File: config.mk
export PLATFORM = sky130hd
export DESIGN_NAME = seven_seg_decoder
export DESIGN_NICKNAME = d
export VERILOG_FILES = /design/src/rtl/seven_seg_decoder.sv
export SDC_FILE = /design/constraint.sdc
export NUM_CORES = 1
export LEC_CHECK = 0
export CAP_MARGIN = 20
export CORE_MARGIN = 1
export CORE_UTILIZATION = 53
export CTS_CLUSTER_SIZE = 28
export DETAILED_ROUTE_END_ITERATION = 10
export GPL_ROUTABILITY_DRIVEN = 0
export PLACE_DENSITY = 0.74
export SYNTH_ARGS = -nofsm -noshare
export SYNTH_HDL_FRONTEND = slang
export SYNTH_SLANG_ARGS = --single-unit
File: constraint.sdc
create_clock -name i_clk -period 2.8 [get_ports i_clk]
set_input_delay 0.42 -clock i_clk [delete_from_list [all_inputs] [get_ports i_clk]]
set_output_delay 0.42 -clock i_clk [all_outputs]
set_load 0.005 [all_outputs]
File: src/rtl/seven_seg_decoder.sv
// Recovers the byte shown on a two-digit active-low seven-segment display.
// Optional `define SEG_DECODE_ERRCNT_EN adds a saturating illegal-pattern counter (o_err_count).
module seven_seg_decoder #(
  parameter int STABLE_CYCLES = 4
) (
  input  logic       i_clk,
  input  logic       i_rst,
  input  logic [6:0] i_seg_lo,
  input  logic [6:0] i_seg_hi,
  output logic [7:0] o_byte,
  output logic       o_valid,
  output logic       o_err,
  output logic       o_blank
`ifdef SEG_DECODE_ERRCNT_EN
  ,
  output logic [7:0] o_err_count
`endif
);

  localparam int NUM_DIGITS = 2;
  localparam logic [7:0] CNT_LAST = 8'(STABLE_CYCLES - 1);

  typedef enum logic [1:0] {WAIT, DECODE, HOLD} state_t;

  typedef struct packed {
    logic       legal;
    logic       dark;
    logic [3:0] nib;
  } dec_t;

  state_t                            state;
  logic [NUM_DIGITS-1:0][6:0]        sync1, sync2, cand;
  logic [7:0]                        cnt;
  logic                              last_ok;
  dec_t [NUM_DIGITS-1:0]             dec;
  logic [NUM_DIGITS-1:0]             dig_dark, dig_bad;
  logic [7:0]                        cand_byte;

  // Raw bus is active-low; decode on the lit (inverted) pattern.
  function automatic dec_t seg_decode(input logic [6:0] raw);
    dec_t d;
    d = '{legal: 1'b1, dark: 1'b0, nib: 4'h0};
    unique case (~raw)
      7'h7E: d.nib = 4'h0;
      7'h30: d.nib = 4'h1;
      7'h6D: d.nib = 4'h2;
      7'h79: d.nib = 4'h3;
      7'h33: d.nib = 4'h4;
      7'h5B: d.nib = 4'h5;
      7'h5F: d.nib = 4'h6;
      7'h70: d.nib = 4'h7;
      7'h7F: d.nib = 4'h8;
      7'h7B: d.nib = 4'h9;
      7'h77: d.nib = 4'hA;
      7'h1F: d.nib = 4'hB;
      7'h4E: d.nib = 4'hC;
      7'h3D: d.nib = 4'hD;
      7'h4F: d.nib = 4'hE;
      7'h47: d.nib = 4'hF;
      7'h00: begin d.legal = 1'b0; d.dark = 1'b1; end
      default: d.legal = 1'b0;
    endcase
    return d;
  endfunction

  for (genvar g = 0; g < NUM_DIGITS; g++) begin : g_dig
    assign dec[g]      = seg_decode(cand[g]);
    assign dig_dark[g] = dec[g].dark;
    assign dig_bad[g]  = !dec[g].legal && !dec[g].dark;
  end

  assign cand_byte = {dec[1].nib, dec[0].nib};

  always_ff @(posedge i_clk) begin
    if (i_rst) begin
      sync1       <= {NUM_DIGITS{7'h7F}};
      sync2       <= {NUM_DIGITS{7'h7F}};
      cand        <= {NUM_DIGITS{7'h7F}};
      cnt         <= '0;
      state       <= WAIT;
      last_ok     <= 1'b0;
      o_byte      <= 8'h00;
      o_valid     <= 1'b0;
      o_err       <= 1'b0;
      o_blank     <= 1'b1;
`ifdef SEG_DECODE_ERRCNT_EN
      o_err_count <= 8'h00;
`endif
    end else begin
      sync1   <= {i_seg_hi, i_seg_lo};
      sync2   <= sync1;
      o_valid <= 1'b0;
      o_err   <= 1'b0;

      // Decode always uses the cand that was stable, even if the sample moves now.
      if (state == DECODE) begin
        if (|dig_dark) begin
          o_blank <= 1'b1;
          last_ok <= 1'b0;
        end else if (|dig_bad) begin
          o_blank <= 1'b0;
          o_err   <= 1'b1;
          last_ok <= 1'b0;
`ifdef SEG_DECODE_ERRCNT_EN
          if (o_err_count != 8'hFF) o_err_count <= o_err_count + 8'd1;
`endif
        end else begin
          o_blank <= 1'b0;
          last_ok <= 1'b1;
          if (cand_byte != o_byte || !last_ok) begin
            o_byte  <= cand_byte;
            o_valid <= 1'b1;
          end
        end
      end

      if (sync2 != cand) begin
        cand  <= sync2;
        cnt   <= '0;
        state <= WAIT;
      end else begin
        unique case (state)
          WAIT:    if (cnt == CNT_LAST) state <= DECODE;
                   else                 cnt   <= cnt + 8'd1;
          DECODE:  state <= HOLD;
          default: state <= HOLD;
        endcase
      end
    end
  end

endmodule
==> impl_results.md, run 1 <==
* Leading cell type in the layout, fill and taps excluded: dfxtp_1
* Crit Path Class: flop to flop
* Tightest Hold Check Type: flop to flop
* Proportion of layout cells with a drive suffix above 1 at between 20% and 30%
* Drt total wl at 5040 um
* Vias post-DR at 2176
* Unrepaired setup endpoints after global routing: no
* Worst clock skew at 0.0118 ns
* Avg Cell Area, Syn at 9.19 sq um
* Post-route DRC at 0
* CTS tree: built
* Max Cap Viol at 0
* Synth warn at 0
* Fin nets at 357
* Post-synth EDFFs at 0
* Worst Path Arrival at 2.73 ns
* Core footprint at 0.00520 sq mm
* Largest net degree at the start of global routing at 56
* Largest stage delay, worst path at 0.55 ns
* Cell Area, Synth at 0.00293 sq mm
* Area Overhead vs Synth at 17.4%
* Relative slew slack at 65.5%
* CP delay by family, top: simple AND/OR/NAND/NOR gates
* Ys async rst share at 0%
* Clock period minus worst slack at 2.51 ns
* Library cells used by synthesis at 50
* Clock latency on the worst-skew pair at 0.34 ns
* Die Span Y at about 76 um
* Commonest cells after routing, fill and taps aside: 64 x dfxtp_1, 43 x or2_2, 29 x nor2_1, 26 x clkdlybuf4s50_1, 21 x xor2_1
* Hold_buf cts at 0
* Outcome: completed
* Total congestion overflow at 0
* Clock-pin slew on the worst setup and hold paths at 0.08 ns
* Final instance area at 0.00344 sq mm
* CP startpoint kind: flop
* Initial antenna violation count at 0
* Final Non-Filler Cells at a little over 400
* Critical path peak fanout at 12
* Slew @ Worst Pin at slightly above 0.5 ns
* Max Clock Freq at 0.398 GHz
* Req. time, crit path at 3.02 ns
* Antenna-violating nets left at 0
* Gate Count Post-Synth at ~320
* Port Buffer Count at 26
* CP max-delay cell: or4b_1
* Pwr per Cell Area at 566 mW/mm^2
* Initial drt markers at about 170
* Register area share after synthesis at a little over two fifths
* Cells along the critical path: or4b_1 > or3_1 > o211ai_2 > nor3_2 > o21ai_4 > nand3b_4 > a41oi_2 > mux2_1
* Routed vias/inst at 5.24
* Leak at 1.35 nW
* Global-route wire length before repair at 8690 um
* Die width at 76.4 um
* Hpwl dp at roughly 3500 um
* Tcrit/Tclk final at 89.7%
* DRT Pass-1 Iters at 4
* Post-CTS Setup Bufs at 0
* Cell count after placement at 399
* #FFs+latches synth at 64
* Initial Util at 56.3%
* # clock sinks at 64
* IO Count at 27
* Row cnt at 26
* Hold Fails Final Rpt at 0
* Clk root buf: clkbuf_8
* H-tree depth at 3
* Top_reg_cell synth: dfxtp_1
* Sum Neg Setup Slack at 0 ns
* # diodes at 0
* Routed wire length per instance at 12.1 um
* VDD IR-drop max at roughly 0.35 mV
* Gr usage total at 18.9%
* CTS resizes at 0
* TritonCTS buffer count at 9
* Setup crit end kind: flop
* Final Max Slew Viols at 0
* Buf/Inv on CP at 0
* DIE AREA at 0.00583 sq mm
* Placed cell areas at about 0.0032 sq mm
* Setup violators final at 0
* Synthesized Nets at 336
* Worst-case clock buffer depth at 2
* Vias in the first global route at 2004
==> synthesized netlist by cell type, drive strengths merged (2+ instances only) <==
master  instances  area [sq um]
o21ai          12          71.3
or4             3          26.3
a31oi           2          12.5
or3             4          30.0
and3            6          37.5
nor3b           3          22.5
nand2          17          63.8
a211oi          2          15.0
or4b            4          43.8
dfxtp          64          1280
nand2b          4          25.0
or2            47           294
and3b           6          52.6
xor2           21           184
mux2i           5          50.1
nand3b          3          35.0
nor2           29           109
nor2b           5          31.3
clkbuf         11          41.3
nand3           7          40.0
nand4           8          50.1
xnor2          11          96.3
buf            10          62.6
a21oi           8          47.6
nor3            9          50.1
nor4            6          37.5
==> through the flow <==
| stage | hold slack [ns] | power (mW) | setup slack [ns] | util (%) |
|---|---|---|---|---|
| 2_1_floorplan | 0.389 | 1.05 | 0.545 | - |
| 3_3_place_gp | 0.390 | 1.08 | 0.385 | 61.7 |
| 3_5_place_dp | 0.392 | 1.08 | 0.302 | 61.7 |
| 4_1_cts | 0.406 | 1.97 | 0.286 | 66.1 |
| 5_1_grt | 0.416 | 2.03 | 0.152 | 66.1 |
| 6_report | 0.404 | 1.95 | 0.287 | 66.1 |
==> kinds of logic (layout without fill, tap and decap cells) <==
kind of cell / count (synthesis) / in the layout / synth area share [%]
fa+ha+maj: 1 / 1 / 0.427
xor+xnor: 32 / 32 / 9.56
simple gates: 164 / 164 / 33.2
flops: 64 / 64 / 43.7
compound gates: 31 / 31 / 7.47
buf+inv: 21 / 47 / 3.54
mux: 6 / 6 / 2.09
==> power by group <==
group	leakage (nW)	internal (mW)	switching, mW	total (mW)
registers	0.524	0.935	0.0214	0.956
clock network	0.117	0.530	0.359	0.888
logic	0.707	0.0613	0.0438	0.105
==> worst paths after layout <==
kind / startpoint / end / slack, ns / depth (start not counted)
worst min-delay path: sync1[7] / sync2[7] / 0.40 / 1
worst min register to register: sync1[7] / sync2[7] / 0.40 / 1
worst max-delay path: cand[10] / o_byte[1] / 0.29 / 8
worst max register to register: cand[10] / o_byte[1] / 0.29 / 8
==> flip-flops by register name (all words and copies together), names as in the netlist <==
signal and flops:
sync2 14, last_ok 1, o_byte 8, cand 14, state 2, sync1 14
o_err 1, cnt 8, o_valid 1, o_blank 1
==> layer usage <==
layer | share of wire, % | global-route usage [%] | vias up
met2 | 46 | 29.6 | 65
met4 | 2.0 | 11.3 | 0
li1 | - | - | 1136
met1 | 48 | 24.0 | 963
met3 | 4.1 | 3.59 | 12
met5 | 0 | 0 | -
==> area by class of cell <==
class | instances | area [sq um]
fill | 433 | 1760
sequential | 64 | 1280
clock buffer | 10 | 138
multi-input combinational | 234 | 1550
clock inverter | 6 | 91.3
tap | 70 | 87.6
timing repair buffer | 31 | 298
No activity file was read; power rests on OpenSTA's default activity.
==> run 2: changes to the inputs <==
- clock period: 2.8 -> 2.95 ns (I/O delays scaled with it)
==> run 2 against run 1 <==
Net effect: hold slack worse by 0.0036 ns; via count grew 1.7%; fmax down 3.9%; sequential share of layout area grew 0.095 points; total power is 2.4% lower; clock skew shrank 0.00060 ns; die area did not move; routed wire length grew 4.8%; sequential power fell by 4.8%; first-iteration DRC count shrank 24%.
==> impl_results.md, run 2 (synthesis results as in run 1) <==
* Outcome: completed (unchanged)
* Placed cell areas at 0.00320 sq mm (was 0.00321 sq mm)
* Die width at 76.4 um (unchanged)
* IO Count at 27 (unchanged)
* Req. time, crit path at 3.17 ns (was 3.02 ns)
* Sum Neg Setup Slack at 0 ns (unchanged)
* Routed wire length per instance at 12.8 um (was 12.1 um)
* Critical path peak fanout at 12 (unchanged)
* DRT Pass-1 Iters at 6 (was 4)
* # clock sinks at 64 (unchanged)
* Final Non-Filler Cells at 412 (was 415)
* Hpwl dp at 3610 um (was 3510 um)
* Worst Path Arrival at 2.84 ns (was 2.73 ns)
* Global-route wire length before repair at 9220 um (was 8690 um)
* Tcrit/Tclk final at 88.6% (was 89.7%)
* Final setup margin at 0.336 ns (was 0.287 ns)
* Initial drt markers at 130 (was 172)
* Vias in the first global route at 2005 (was 2004)
* Largest regs: cand (14), sync1 (14), sync2 (14) (unchanged)
* Proportion of layout cells with a drive suffix above 1 at 20.8% (was 22.0%)
* CTS tree: built (unchanged)
* Clock-pin slew on the worst setup and hold paths at 0.07 ns (was 0.08 ns)
* Total power at 1.90 mW (was 1.95 mW)
* Post-CTS Setup Bufs at 0 (unchanged)
* Hold WS at 0.401 ns (was 0.404 ns)
* Initial Util at 56.3% (unchanged)
* Core Util, Final at 66.0% (was 66.1%)
* # diodes at 0 (unchanged)
* Top Metal Used: met4 (unchanged)
* FF-to-FF setup slack at 0.34 ns (was 0.29 ns)
* Total congestion overflow at 0 (unchanged)
* Commonest cells after routing, fill and taps aside: 64 x dfxtp_1, 43 x or2_2, 29 x nor2_1, 26 x clkdlybuf4s50_1, 21 x xor2_1 (unchanged)
* Setup crit end kind: flop (unchanged)
* Gr usage total at 20.1% (was 18.9%)
* Met1 WL at 2530 um (was 2430 um)
* Relative slew slack at 66.5% (was 65.5%)
* Slew @ Worst Pin at 0.502 ns (was 0.517 ns)
* FF-to-FF Start: cand[13] (was cand[10])
* Reg2reg end: o_byte[1] (unchanged)
* Pwr per Cell Area at 555 mW/mm^2 (was 566 mW/mm^2)
* Final Max Slew Viols at 0 (unchanged)
* CP startpoint kind: flop (unchanged)
* Vias post-DR at 2213 (was 2176)
* Drt total wl at 5280 um (was 5040 um)
* Hold_buf cts at 0 (unchanged)
* Leading cell type in the layout, fill and taps excluded: dfxtp_1 (unchanged)
* Routed length on met3 at 222 um (was 205 um)
* Worst Setup SP: cand[13] (was cand[10])
* Unrepaired setup endpoints after global routing: no (unchanged)
* Worst reg-to-reg path cell count at 8 (unchanged)
* Final instance area at 0.00343 sq mm (was 0.00344 sq mm)
* Routed vias/inst at 5.37 (was 5.24)
* H-tree depth at 3 (unchanged)
* Crit Path Class: flop to flop (unchanged)
* Post-route DRC at 0 (unchanged)
* Cell count after placement at 397 (was 399)
* Initial antenna violation count at 0 (unchanged)
* TritonCTS buffer count at 9 (unchanged)
* Tightest Hold Check Type: flop to flop (unchanged)
* Fin nets at 355 (was 357)
* Max Clock Freq at 0.382 GHz (was 0.398 GHz)
* Max Cap Viol at 0 (unchanged)
* Filler Cells Inserted at 452 (was 433)
* Hold Fails Final Rpt at 0 (unchanged)
* DIE AREA at 0.00583 sq mm (unchanged)
* CP endpoint: o_byte[1] (unchanged)
* Clock latency on the worst-skew pair at 0.34 ns (about the same)
* Row cnt at 26 (unchanged)
* Dpl ws at 0.368 ns (was 0.302 ns)
* Area Overhead vs Synth at 17.1% (was 17.4%)
* Port Buffer Count at 26 (unchanged)
* CTS resizes at 0 (unchanged)
* Antenna-violating nets left at 0 (unchanged)
* Die Span Y at 76.4 um (unchanged)
* Worst clock skew at 0.0112 ns (was 0.0118 ns)
* Worst-case clock buffer depth at 2 (unchanged)
* WL met2 at 2380 um (was 2300 um)
* Clk root buf: clkbuf_8 (unchanged)
* Setup violators final at 0 (unchanged)
* Leak at 1.34 nW (was 1.35 nW)
* Clock period minus worst slack at 2.61 ns (was 2.51 ns)
* VDD IR-drop max at 0.469 mV (was 0.346 mV)
* Largest net degree at the start of global routing at 56 (unchanged)
* Core footprint at 0.00520 sq mm (unchanged)
-- run 2: cell count changes in the layout (fill, tap and decap cells not counted), sizes merged --
cell	delta
clkbuf	+2
buf	-2
clkinv	-3
bufinv	+1
inv	-1
-- run 2: worst min-delay path by stage --
stage	start	end	depth (start not counted)
2_1_floorplan	sync1[0]	sync2[0]	1
3_3_place_gp	sync1[5]	sync2[5]	1
3_5_place_dp	sync1[13]	sync2[13]	1
4_1_cts	sync1[7]	sync2[7]	1
5_1_grt	sync1[11]	sync2[11]	1
6_report	sync1[7]	sync2[7]	1
-- run 2: area by class of cell --
class	count	area [sq um]	area share, %
Clock inverter	3	90.1	2.62
Sequential cell	64	1280	37.3
Tap cell	70	87.6	2.55
Clock buffer	12	145	4.23
Timing Repair Buffer	29	283	8.24
Multi-Input combinational cell	234	1550	45.0
-- run 2: metal layers --
layer	track usage [%]	vias to the layer above
met4	12.5	0
met2	31.3	74
met3	4.19	16
met1	25.4	998
li1	-	1125
met5	0	-
-- run 2: power by group --
group	switching (mW)	leakage [nW]	internal [mW]
Sequential	0.0219	0.524	0.888
Clock	0.316	0.117	0.581
Combinational	0.0399	0.699	0.0574
-- run 2: critical path, stage by stage (launching register included) --
cell      delay [ns]
dfxtp_1         0.55
or4b_1          0.50
or3_1           0.41
o211ai_2        0.12
nor3_2          0.09
o21ai_4         0.08
nand3b_4        0.19
a41oi_2         0.22
mux2_1          0.33
